--- src/rtl/twiddle_gen.sv ---
// ============================================================================
// Module   : twiddle_gen
// Purpose  : Streams FFT twiddle factors (cos, -sin) for an N = R x L index map.
// Options  : TWIDDLE_CONJ_EN adds port inv, which selects +sin (IFFT twiddles).
// Revision : 1.0 - initial release
// ============================================================================
`default_nettype none

module twiddle_gen #(
  parameter int N = 36,
  parameter int R = 6,
  localparam int EW = $clog2(N)
) (
  input  logic          clk,
  input  logic          rst,
`ifdef TWIDDLE_CONJ_EN
  input  logic          inv,
`endif
  input  logic          start,
  output logic          busy,
  output logic [31:0]   w_re,
  output logic [31:0]   w_img,
  output logic          w_valid,
  input  logic          w_ready,
  output logic          w_last,
  output logic [EW-1:0] w_exp
);

  localparam int L   = N / R;
  localparam int Q   = N / 4;
  localparam int N1W = (R > 1) ? $clog2(R) : 1;
  localparam int N2W = (L > 1) ? $clog2(L) : 1;

  localparam logic [EW-1:0]  c_Q1 = EW'(Q);
  localparam logic [EW-1:0]  c_Q2 = EW'(2 * Q);
  localparam logic [EW-1:0]  c_Q3 = EW'(3 * Q);
  localparam logic [N1W-1:0] c_N1_MAX = N1W'(R - 1);
  localparam logic [N2W-1:0] c_N2_MAX = N2W'(L - 1);
  localparam logic [EW:0]    c_NW = (EW + 1)'(N);

  typedef enum logic [1:0] {
    S_IDLE = 2'd0,
    S_RUN  = 2'd1,
    S_LAST = 2'd2
  } state_t;

  state_t         r_state;
  state_t         w_state_nxt;
  logic [N1W-1:0] r_n1;
  logic [N2W-1:0] r_n2;
  logic [EW-1:0]  r_e;
  logic [31:0]    r_re;
  logic [31:0]    r_img;
  logic           r_valid;
  logic           r_last;
  logic [EW-1:0]  r_exp;

  logic           w_start_acc;
  logic           w_gen;
  logic           w_src_last;
  logic           w_inv;
  logic [EW:0]    w_e_sum;
  logic [1:0]     w_q;
  logic [EW-1:0]  w_m;
  logic [31:0]    w_tm;
  logic [31:0]    w_tqm;
  logic [31:0]    w_cos_v;
  logic [31:0]    w_sin_v;
  logic           w_cos_n;
  logic           w_sin_n;

  // Quarter-wave cosine table, values tabulated for N = 36 (10 degree steps).
  function automatic logic [31:0] tab(input logic [EW-1:0] j);
    case (int'(j))
      0:       return 32'h3F800000;
      1:       return 32'h3F7C1C5C;
      2:       return 32'h3F708FB2;
      3:       return 32'h3F5DB3D7;
      4:       return 32'h3F441B7D;
      5:       return 32'h3F248DBB;
      6:       return 32'h3F000000;
      7:       return 32'h3EAF1D44;
      8:       return 32'h3E31D0D4;
      default: return 32'h00000000;
    endcase
  endfunction

  // Sign flip that never produces negative zero.
  function automatic logic [31:0] fneg(input logic [31:0] x, input logic n);
    if (x[30:0] == 31'd0) return 32'd0;
    return {x[31] ^ n, x[30:0]};
  endfunction

  assign w_start_acc = (r_state == S_IDLE) && start;
  assign w_gen       = w_start_acc || ((r_state == S_RUN) && (!r_valid || w_ready));
  assign w_src_last  = (r_n1 == c_N1_MAX) && (r_n2 == c_N2_MAX);
  assign w_e_sum     = {1'b0, r_e} + (EW + 1)'(r_n1);

`ifdef TWIDDLE_CONJ_EN
  logic r_inv;
  always_ff @(posedge clk) begin
    if (rst)              r_inv <= 1'b0;
    else if (w_start_acc) r_inv <= inv;
  end
  assign w_inv = w_start_acc ? inv : r_inv;
`else
  assign w_inv = 1'b0;
`endif

  always_comb begin
    w_q = 2'd0;
    w_m = r_e;
    if (r_e >= c_Q3) begin
      w_q = 2'd3;
      w_m = r_e - c_Q3;
    end else if (r_e >= c_Q2) begin
      w_q = 2'd2;
      w_m = r_e - c_Q2;
    end else if (r_e >= c_Q1) begin
      w_q = 2'd1;
      w_m = r_e - c_Q1;
    end
    w_tm  = tab(w_m);
    w_tqm = tab(c_Q1 - w_m);
    case (w_q)
      2'd0:    begin w_cos_v = w_tm;  w_cos_n = 1'b0; w_sin_v = w_tqm; w_sin_n = 1'b0; end
      2'd1:    begin w_cos_v = w_tqm; w_cos_n = 1'b1; w_sin_v = w_tm;  w_sin_n = 1'b0; end
      2'd2:    begin w_cos_v = w_tm;  w_cos_n = 1'b1; w_sin_v = w_tqm; w_sin_n = 1'b1; end
      default: begin w_cos_v = w_tqm; w_cos_n = 1'b0; w_sin_v = w_tm;  w_sin_n = 1'b1; end
    endcase
  end

  always_ff @(posedge clk) begin
    if (rst) r_state <= S_IDLE;
    else     r_state <= w_state_nxt;
  end

  always_comb begin
    w_state_nxt = r_state;
    case (r_state)
      S_IDLE:  if (start) w_state_nxt = S_RUN;
      S_RUN:   if (w_gen && w_src_last) w_state_nxt = S_LAST;
      S_LAST:  if (r_valid && w_ready) w_state_nxt = S_IDLE;
      default: w_state_nxt = S_IDLE;
    endcase
  end

  always_ff @(posedge clk) begin
    if (rst) begin
      r_n1    <= '0;
      r_n2    <= '0;
      r_e     <= '0;
      r_re    <= '0;
      r_img   <= '0;
      r_exp   <= '0;
      r_valid <= 1'b0;
      r_last  <= 1'b0;
    end else if (w_gen) begin
      r_re    <= fneg(w_cos_v, w_cos_n);
      r_img   <= fneg(w_sin_v, w_sin_n ^ ~w_inv);
      r_exp   <= r_e;
      r_valid <= 1'b1;
      r_last  <= w_src_last;
      // e accumulates n1 per inner step and restarts at each new row.
      if (w_src_last) begin
        r_n1 <= '0;
        r_n2 <= '0;
        r_e  <= '0;
      end else if (r_n2 == c_N2_MAX) begin
        r_n1 <= r_n1 + 1'b1;
        r_n2 <= '0;
        r_e  <= '0;
      end else begin
        r_n2 <= r_n2 + 1'b1;
        r_e  <= (w_e_sum >= c_NW) ? EW'(w_e_sum - c_NW) : EW'(w_e_sum);
      end
    end else if (r_valid && w_ready) begin
      r_valid <= 1'b0;
      r_last  <= 1'b0;
    end
  end

  assign busy    = (r_state != S_IDLE);
  assign w_re    = r_re;
  assign w_img   = r_img;
  assign w_valid = r_valid;
  assign w_last  = r_last;
  assign w_exp   = r_exp;

endmodule

`default_nettype wire

--- config.mk ---
export PLATFORM = sky130hd
export DESIGN_NAME = twiddle_gen
export DESIGN_NICKNAME = d
export VERILOG_FILES = /design/src/rtl/twiddle_gen.sv
export SDC_FILE = /design/constraint.sdc
export NUM_CORES = 1
export LEC_CHECK = 0
export BUFFER_PORTS_ARGS = -buffer_cell sky130_fd_sc_hd__buf_2
export CAP_MARGIN = 20
export CORE_MARGIN = 4
export CORE_UTILIZATION = 45
export DETAILED_ROUTE_END_ITERATION = 10
export HOLD_SLACK_MARGIN = 0.12
export MAX_ROUTING_LAYER = met4
export PLACE_DENSITY_LB_ADDON = 0.15
export SLEW_MARGIN = 20
export SYNTH_ARGS = -nofsm -noshare
export SYNTH_HDL_FRONTEND = slang
export SYNTH_SLANG_ARGS = --single-unit
--- constraint.sdc ---
create_clock -name clk -period 7.04 [get_ports clk]
set_input_delay 1.056 -clock clk [delete_from_list [all_inputs] [get_ports clk]]
set_output_delay 1.056 -clock clk [all_outputs]
set_load 0.02 [all_outputs]
==> impl_metrics.env, run 1 <==
export IMPL_whs_ns=0.460
export IMPL_area_growth_synth_to_final_pct=9.12
export IMPL_grt_util_all_layers_pct=22.7
export IMPL_syn_area_per_cell_um2=7.81
export IMPL_synth_compound_area_share_pct=27.2
export IMPL_worstSkewPairLatency_ns=0.36
export IMPL_ctsHtreeMaxLevel=3
export IMPL_slew_viol_final=0
export IMPL_die_w_um=110
export IMPL_ys_types=83
export IMPL_final_hold_violation_count=0
export IMPL_muxShareOfSynthArea_pct=1.36
export IMPL_crit_path_end="w_img[29]"
export IMPL_worst_setup_path_startpoint="r_e[1]"
export IMPL_rsz0062_at_grt="false"
export IMPL_finalWeightedCongestion=0.956
export IMPL_fin_nets=662
export IMPL_worstPathArrival_ns=5.49
export IMPL_layout_common_cells="nor2_1, buf_2, dfxtp_1, nand2_1"
export IMPL_grt_first_pass_wirelength_mm=21.1
export IMPL_outcome="complete, no violations"
export IMPL_fin_cells=775
export IMPL_finalWorstSetupSlack_ns=1.82
export IMPL_cts_root_buf="clkbuf_8"
export IMPL_place_inst=759
export IMPL_clkSlewWorstSetupHoldPaths_ns=0.08
export IMPL_grt_overflow=0
export IMPL_min_period_over_period_pct=74.1
export IMPL_coreArea_um2=10200
export IMPL_io_buffer_count=74
export IMPL_yosys_warnings=0
export IMPL_p_total_uw=851
export IMPL_fp_dieH_um=110
export IMPL_synthSimpleGateAreaFrac_pct=24.4
export IMPL_tightest_slew_ns=0.961
export IMPL_max_slew_margin_pct=35.8
export IMPL_cts_tree="done"
export IMPL_final_common_cell="nor2_1"
export IMPL_setup_violations=0
export IMPL_synth_cells=601
export IMPL_cp_max_fo=24
export IMPL_r2r_end="w_img[29]"
export IMPL_grt_pass1_vias=4014
export IMPL_antenna_found_initial=0
export IMPL_max_freq_mhz=192
export IMPL_hold_class="reg -> reg"
export IMPL_pin_count=77
export IMPL_final_antenna_net_count=0
export IMPL_vias_per_cell=5.91
export IMPL_min_delay_path_depth=2
export IMPL_critical_path_class="reg -> reg"
export IMPL_power_density_nw_per_um2=166
export IMPL_grt_max_degree=72
export IMPL_synth_edf_count=0
export IMPL_p_leak_uw=0.00211
export IMPL_cts_buffer_depth=2
export IMPL_synthAdderAreaFrac_pct=6.56
export IMPL_wl_per_cell_um=17.3
export IMPL_fin_crit_ns=5.22
export IMPL_vias=4578
export IMPL_cp_data_required_time_ns=7.32
export IMPL_cts_setup_buffers=0
export IMPL_reg2reg_from="r_e[1]"
export IMPL_totalWireLength_mm=13.4
export IMPL_drive_above_1_share_pct=20.3
export IMPL_drcViolationCount=0
export IMPL_place_ws_ns=1.90
export IMPL_maxCapViolations=0
export IMPL_ys_seq_area_share_pct=29.9
export IMPL_synth_seq_cells=70
export IMPL_postCtsHoldBufs=0
export IMPL_skew_ns=0.0102
export IMPL_setup_tns_final_ns=0
export IMPL_synthFlopType="dfxtp_1"
export IMPL_diodes=0
export IMPL_dp_hpwl_mm=9.69
export IMPL_r2r_cells=15
export IMPL_fp_row_count=37
export IMPL_die_area_um2=12100
export IMPL_async_reset_ff_share_pct=0
export IMPL_start_kind="flip-flop"
export IMPL_firstDrtPassIters=4
export IMPL_synth_top_family_by_area="compound AO/OA/AOI/OAI gates"
export IMPL_numCtsBuffers=9
export IMPL_post_cts_resized=0
export IMPL_reg2reg_slack_ns=1.82
export IMPL_end_kind="flip-flop"
export IMPL_worst_ir_drop_vdd_mv=0.0946
export IMPL_syn_cell_area_um2=4690
export IMPL_first_iter_violations=342
export IMPL_start_util_pct=45.9
export IMPL_synth_xor_xnor_area_share_pct=2.24
export IMPL_clock_sinks=70
-- flip-flops by register name (all words and copies together), names as in the netlist --
| register | count |
|---|---|
| r_state | 2 |
| w_re | 24 |
| r_e | 6 |
| w_last | 1 |
| r_n2 | 3 |
| w_exp | 6 |
| w_valid | 1 |
| r_n1 | 3 |
| w_img | 24 |
-- worst max-delay path, cell delays in order, from the launching register on --
cell      delay (ns)
dfxtp_1         0.62
inv_1           0.27
ha_1            0.29
or3b_1          0.39
a21boi_0        0.31
o41ai_2         0.16
nor3_2          0.50
ha_1            0.59
nand2b_1        0.34
nor2_1          0.12
o221ai_1        0.12
or4_1           0.41
o221a_2         0.29
o211ai_2        0.24
nand2_1         0.18
a311oi_1        0.27
-- synth_stat cells, drive strengths merged (2+ instances only) --
master	instances	share of area, %
nor2	87	7.0
dfxtp	70	30
nand2	52	4.2
a21oi	49	5.7
nor3	48	5.3
buf	36	5.3
o21ai	30	3.2
ha	23	6.1
clkbuf	22	1.8
a31oi	17	2.3
a211oi	16	3.4
inv	15	1.2
nand3	15	1.7
a221oi	13	2.7
xnor2	11	2.1
a311oi	8	1.9
nand2b	5	0.72
nor2b	5	0.67
o211ai	5	1.2
and3	4	0.56
o311ai	4	0.75
o31ai	4	0.64
or3	4	0.53
a21o	3	0.48
mux2	3	0.72
mux2i	3	0.64
nor3b	3	0.48
nor4	3	0.72
o41ai	3	0.72
or4	3	0.48
a211o	2	0.37
a21boi	2	0.32
a22oi	2	0.32
a32oi	2	0.37
nand4	2	0.27
o22a	2	0.40
or2	2	0.27
-- where the power goes --
part           internal, uW  switching, uW
logic                  42.4           89.4
registers               416           12.5
clock network           136            155
total                   594            257
-- layout make-up --
type | instances | area [um2]
inverters | 15 | 56.3
repair buffers | 79 | 408
flip-flops and latches | 70 | 1400
well taps | 136 | 170
clock inverters | 4 | 22.5
multi-input cells | 459 | 2920
clock buffers | 12 | 145
fillers | 1043 | 5110
-- routing by layer --
layer | track usage, % | vias up | part of all wire, %
li1 | - | 2232 | -
met1 | 29.0 | 2142 | 45
met2 | 37.0 | 185 | 47
met3 | 3.84 | 19 | 6.3
met4 | 6.86 | 0 | 1.8
met5 | - | - | 0
-- logic make-up (layout without fill, tap and decap cells) --
| kind of cell | after synthesis | after routing |
|---|---|---|
| compound gates | 174 | 174 |
| xor+xnor | 12 | 12 |
| fa+ha+maj | 24 | 24 |
| buf+inv | 73 | 110 |
| flops | 70 | 70 |
| mux | 6 | 6 |
| other cells | 1 | 2 |
| simple gates | 241 | 241 |
-- metrics by stage --
step,util [%],cell area [um2]
floorplan,-,4700
global placement,48.4,4950
finish,50.1,5120
CTS,50.1,5120
detailed placement,48.4,4950
global route,50.1,5120
-- how the worst min path moves through the flow --
stage	start	endpoint	slack (ns)
5_1_grt	w_exp[0]	w_exp[0]	0.48
4_1_cts	w_exp[0]	w_exp[0]	0.46
3_3_place_gp	w_exp[5]	w_exp[5]	0.44
2_1_floorplan	r_n2[1]	r_n2[1]	0.50
6_report	w_exp[0]	w_exp[0]	0.46
3_5_place_dp	w_exp[5]	w_exp[5]	0.45
No activity file was read; power rests on OpenSTA's default activity.
==> run 2: changes to the inputs <==
==> constraint.sdc (replaced) <==
create_clock -name clk -period 4.84 [get_ports clk]
set_input_delay 0.726 -clock clk [delete_from_list [all_inputs] [get_ports clk]]
set_output_delay 0.726 -clock clk [all_outputs]
set_load 0.02 [all_outputs]
==> impl_metrics.env, run 2 (synthesis results as in run 1) <==
export IMPL_cp_max_fo=13
export IMPL_final_util_pct=50.8
export IMPL_clkSlewWorstSetupHoldPaths_ns=0.08
export IMPL_cts_setup_buffers=0
export IMPL_die_w_um=110
export IMPL_grt_use_met3_pct=3.96
export IMPL_rsz0062_at_grt="false"
export IMPL_critical_path_class="reg -> reg"
export IMPL_outcome="complete, no violations"
export IMPL_worst_setup_path_startpoint="r_e[0]"
export IMPL_use_met1_pct=29.1
export IMPL_wl_per_cell_um=17.4
export IMPL_max_slew_margin_pct=39.4
export IMPL_reg2reg_from="r_e[0]"
export IMPL_power_share_clock_pct=34.5
export IMPL_firstDrtPassIters=5
export IMPL_grt_util_all_layers_pct=23.2
export IMPL_fin_crit_ns=4.59
export IMPL_slew_viol_final=0
export IMPL_crit_path_end="w_img[29]"
export IMPL_maxCapViolations=0
export IMPL_setup_tns_final_ns=0
export IMPL_grt_busiest_layer="met2"
export IMPL_power_density_nw_per_um2=240
export IMPL_start_util_pct=45.9
export IMPL_cts_buffer_depth=2
export IMPL_dp_hpwl_mm=9.84
export IMPL_finalWeightedCongestion=0.966
export IMPL_post_cts_resized=0
export IMPL_fp_dieH_um=110
export IMPL_numCtsBuffers=9
export IMPL_holdCritStartpoint="w_exp[5]"
export IMPL_setup_violations=0
export IMPL_internal_power_uw=853
export IMPL_skew_ns=0.00831
export IMPL_cts_tree="done"
export IMPL_final_hold_violation_count=0
export IMPL_coreArea_um2=10200
export IMPL_drcViolationCount=0
export IMPL_layout_common_cells="nor2_1, buf_2, dfxtp_1, nand2_1"
export IMPL_totalWireLength_mm=13.6
export IMPL_pin_count=77
export IMPL_ctsHtreeMaxLevel=3
export IMPL_vias_per_cell=5.90
export IMPL_power_frac_seq_pct=50.0
export IMPL_p_leak_uw=0.00216
export IMPL_area_growth_synth_to_final_pct=10.7
export IMPL_globalRouteMet2Util_pct=37.1
export IMPL_final_common_cell="nor2_1"
export IMPL_diodes=0
export IMPL_drive_above_1_share_pct=21.8
export IMPL_antenna_found_initial=0
export IMPL_cp_data_required_time_ns=5.11
export IMPL_fin_nets=671
export IMPL_p_switching_uw=393
export IMPL_hold_class="reg -> reg"
export IMPL_clock_sinks=70
export IMPL_grt_max_degree=84
export IMPL_io_buffer_count=74
export IMPL_min_period_over_period_pct=94.9
export IMPL_grt_pass1_vias=4224
export IMPL_reg2reg_slack_ns=0.25
export IMPL_pwr_share_comb_pct=15.5
export IMPL_max_freq_mhz=218
export IMPL_worst_ir_drop_vdd_mv=0.136
export IMPL_final_antenna_net_count=0
export IMPL_r2r_end="w_img[29]"
export IMPL_worstSkewPairLatency_ns=0.35
export IMPL_start_kind="flip-flop"
export IMPL_fp_row_count=37
export IMPL_r2r_cells=15
export IMPL_tightest_slew_ns=0.902
export IMPL_grt_overflow=0
export IMPL_first_iter_violations=312
export IMPL_die_area_um2=12100
export IMPL_switching_share_pct=31.5
export IMPL_worstPathArrival_ns=4.86
export IMPL_end_kind="flip-flop"
export IMPL_cts_root_buf="clkbuf_8"
export IMPL_vias=4626
export IMPL_postCtsHoldBufs=0
export IMPL_grt_first_pass_wirelength_mm=21.5
-- run 2: cell count changes in the layout (fill, tap and decap cells not counted), sizes merged --
cell / previous run / this run
clkinv: 3 / 5
clkbuf: 12 / 9
buf: 79 / 88
inv: 15 / 16
-- run 2: layout make-up --
cell class	count	area [um2]
inverters	15	56.3
clock inverters	7	48.8
multi-input cells	459	2920
clock buffers	9	124
fillers	1032	5040
repair buffers	88	475
flip-flops and latches	70	1400
well taps	136	170
-- run 2: power groups by stage --
stage	registers [uW]	clock network, uW	logic (uW)
after global placement	635	0	192
final	623	430	193
after CTS	624	439	195
after detailed placement	637	0	194
after floorplan	667	0	116
after global routing	628	466	214
-- run 2: routing by layer --
metal	up-vias	share of wire (%)
li1	2254	-
met1	2152	43
met2	183	47
met3	37	6.3
met4	0	3.2
met5	-	0
-- run 2: per-stage QoR --
step,hold WS [ns],instance area (um2),std cells,power [uW],setup slack [ns]
2_1_floorplan,0.501,4700,602,782,0.671
3_3_place_gp,0.445,5020,768,827,0.482
3_5_place_dp,0.445,5020,768,831,0.322
4_1_cts,0.463,5190,784,1260,0.289
5_1_grt,0.475,5190,784,1310,0.0356
6_report,0.463,5190,784,1250,0.247
-- run 2: worst min path at each step --
| stage | to | slack (ns) | cells after the start |
|---|---|---|---|
| after global placement | w_exp[2] | 0.45 | 2 |
| after CTS | w_exp[2] | 0.46 | 2 |
| after global routing | w_exp[2] | 0.47 | 2 |
| final | w_exp[5] | 0.46 | 2 |
| after floorplan | r_n2[1] | 0.50 | 2 |
| after detailed placement | w_exp[5] | 0.45 | 2 |
-- run 2: critical path, stage by stage (launching register included) --
cell and delay, ns:
dfxtp_1 0.61, inv_1 0.16, ha_1 0.26, o41a_1 0.41, or3_1 0.38, a211oi_4 0.34
nor3_2 0.17, ha_1 0.35, nand2b_1 0.23, nor2_1 0.12, o221ai_1 0.11, or4_1 0.41
o221a_2 0.29, o211ai_2 0.24, nand2_1 0.17, a311oi_1 0.27
==> run 3: changes to the inputs <==
--- a/config.mk
+++ b/config.mk
@@ -5,7 +5,7 @@
 export SDC_FILE = /design/constraint.sdc
 export NUM_CORES = 1
 export LEC_CHECK = 0
-export BUFFER_PORTS_ARGS = -buffer_cell sky130_fd_sc_hd__buf_2
+export BUFFER_PORTS_ARGS = -buffer_cell sky130_fd_sc_hd__clkbuf_2
 export CAP_MARGIN = 20
 export CORE_MARGIN = 4
 export CORE_UTILIZATION = 45
==> impl_metrics.env, run 3 (synthesis results as in run 1) <==
export IMPL_vias_per_cell=5.92
export IMPL_cts_buffer_depth=2
export IMPL_coreArea_um2=10200
export IMPL_critPathMaxStageDelay_ns=0.46
export IMPL_outcome="complete, no violations"
export IMPL_place_inst=770
export IMPL_slew_viol_final=0
export IMPL_maxCapViolations=0
export IMPL_power_density_nw_per_um2=249
export IMPL_numCtsBuffers=9
export IMPL_register_area_um2=1400
export IMPL_pwr_share_comb_pct=14.7
export IMPL_first_iter_violations=294
export IMPL_p_leak_uw=0.00214
export IMPL_wl_per_cell_um=17.4
export IMPL_fp_dieH_um=110
export IMPL_pin_count=77
export IMPL_reg2reg_from="r_e[0]"
export IMPL_worst_setup_path_startpoint="r_e[0]"
export IMPL_power_frac_seq_pct=47.8
export IMPL_die_w_um=110
export IMPL_grt_util_all_layers_pct=23.6
export IMPL_r2r_end="w_img[21]"
export IMPL_cts_root_buf="clkbuf_8"
export IMPL_fin_nets=673
export IMPL_io_buffer_count=74
export IMPL_dp_hpwl_mm=10.0
export IMPL_cts_tree="done"
export IMPL_setup_violations=0
export IMPL_p_switching_uw=401
export IMPL_finalWeightedCongestion=1.00
export IMPL_tightest_slew_ns=1.00
export IMPL_grt_pass1_vias=4359
export IMPL_rsz0062_at_grt="false"
export IMPL_crit_top_cell="ha_1"
export IMPL_antenna_found_initial=0
export IMPL_grt_overflow=0
export IMPL_fin_crit_ns=4.42
export IMPL_r2r_cells=15
export IMPL_totalWireLength_mm=13.7
export IMPL_end_kind="flip-flop"
export IMPL_clkSlewWorstSetupHoldPaths_ns=0.08
export IMPL_power_share_clock_pct=37.5
export IMPL_worstSkewPairLatency_ns=0.35
export IMPL_crit_path_end="w_img[21]"
export IMPL_vias=4653
export IMPL_cp_cell_sequence="inv_1 > ha_1 > o41a_1 > or3_1 > a211oi_4 > nor3_4 > ha_1 > nand2b_1 > nor2_1 > o221ai_1 > or4_1 > o221a_2 > o211ai_2 > a31oi_1 > a211oi_1"
export IMPL_fp_row_count=37
export IMPL_worstPathArrival_ns=4.67
export IMPL_final_common_cell="nor2_1"
export IMPL_multi_input_area_um2=2920
export IMPL_start_util_pct=45.9
export IMPL_grt_first_pass_wirelength_mm=22.0
export IMPL_grt_max_degree=41
export IMPL_cp_data_required_time_ns=5.10
export IMPL_fin_cells=786
export IMPL_setup_tns_final_ns=0
export IMPL_hold_class="reg -> reg"
export IMPL_layout_common_cells="nor2_1, clkbuf_2, dfxtp_1, nand2_1"
export IMPL_internal_power_uw=905
export IMPL_fillers=1034
export IMPL_min_period_over_period_pct=91.3
export IMPL_reg2reg_slack_ns=0.42
export IMPL_final_antenna_net_count=0
export IMPL_drive_above_1_share_pct=22.2
export IMPL_worst_ir_drop_vdd_mv=0.136
export IMPL_switching_share_pct=30.7
export IMPL_final_hold_violation_count=0
export IMPL_max_slew_margin_pct=33.1
export IMPL_critical_path_class="reg -> reg"
export IMPL_diodes=0
export IMPL_ctsHtreeMaxLevel=3
export IMPL_firstDrtPassIters=5
export IMPL_slowest_stage="dfxtp_2"
export IMPL_clock_sinks=70
export IMPL_drcViolationCount=0
export IMPL_skew_ns=0.00769
export IMPL_cp_max_fo=13
export IMPL_area_growth_synth_to_final_pct=11.7
export IMPL_die_area_um2=12100
export IMPL_start_kind="flip-flop"
export IMPL_max_freq_mhz=226
## run 3: critical path, delay by kind of cell, from the launching register on
kind	cells	cell delay (ns)
AOI/OAI and AO/OA	7	1.86
buffers and inverters	1	0.11
and+or+nand+nor	5	1.31
DFF	1	0.46
adders and majority gates	2	0.58
## run 3: routing by layer
metal | vias to the layer above | routed length, um | track usage [%]
met1 | 2171 | 5920 | 28.8
met4 | 0 | 458 | 10.1
met3 | 42 | 789 | 3.61
met5 | - | 0 | -
met2 | 179 | 6520 | 38.9
li1 | 2261 | - | -
## run 3: worst min-delay path by stage
| stage | startpoint | endpoint | slack, ns | depth (start not counted) |
|---|---|---|---|---|
| 6_report | w_exp[5] | w_exp[5] | 0.46 | 2 |
| 5_1_grt | w_exp[4] | w_exp[4] | 0.51 | 2 |
| 4_1_cts | w_exp[2] | w_exp[2] | 0.47 | 2 |
| 3_5_place_dp | w_exp[2] | w_exp[2] | 0.46 | 2 |
| 3_3_place_gp | w_exp[2] | w_exp[2] | 0.44 | 2 |
| 2_1_floorplan | r_n2[1] | r_n2[1] | 0.50 | 2 |
## run 3: stage by stage
stage / instance area, um2 / worst slack [ns] / hold WS [ns] / total power [uW] / util (%)
final: 5240 / 0.422 / 0.463 / 1310 / 51.2
after global routing: 5240 / 0.124 / 0.506 / 1370 / 51.2
after CTS: 5230 / 0.295 / 0.468 / 1320 / 51.1
after detailed placement: 5040 / 0.328 / 0.456 / 832 / 49.2
after global placement: 5040 / 0.487 / 0.445 / 829 / 49.2
after floorplan: 4700 / 0.671 / 0.501 / 782 / -
## run 3: power by group through the flow
stage | logic, uW | clock network (uW) | registers, uW
2_1_floorplan | 116 | 0 | 667
3_3_place_gp | 192 | 0 | 637
3_5_place_dp | 194 | 0 | 638
4_1_cts | 194 | 503 | 625
5_1_grt | 214 | 524 | 628
6_report | 192 | 489 | 625
## run 3: what timing repair did
item                                    CTS  global route
hold buffers                              0             0
endpoints found under the hold margin     0             0
buffers inserted                          0             0
resized for setup                         0             2
endpoints found under the setup margin    0             5
## run 3: layout make-up
| class | instances | area share (%) |
|---|---|---|
| Multi-Input combinational cell | 459 | 55.8 |
| Sequential cell | 70 | 26.8 |
| Clock buffer | 9 | 2.36 |
| Clock inverter | 7 | 1.38 |
| Tap cell | 136 | 3.25 |
| Timing Repair Buffer | 90 | 9.36 |
| Inverter | 15 | 1.07 |
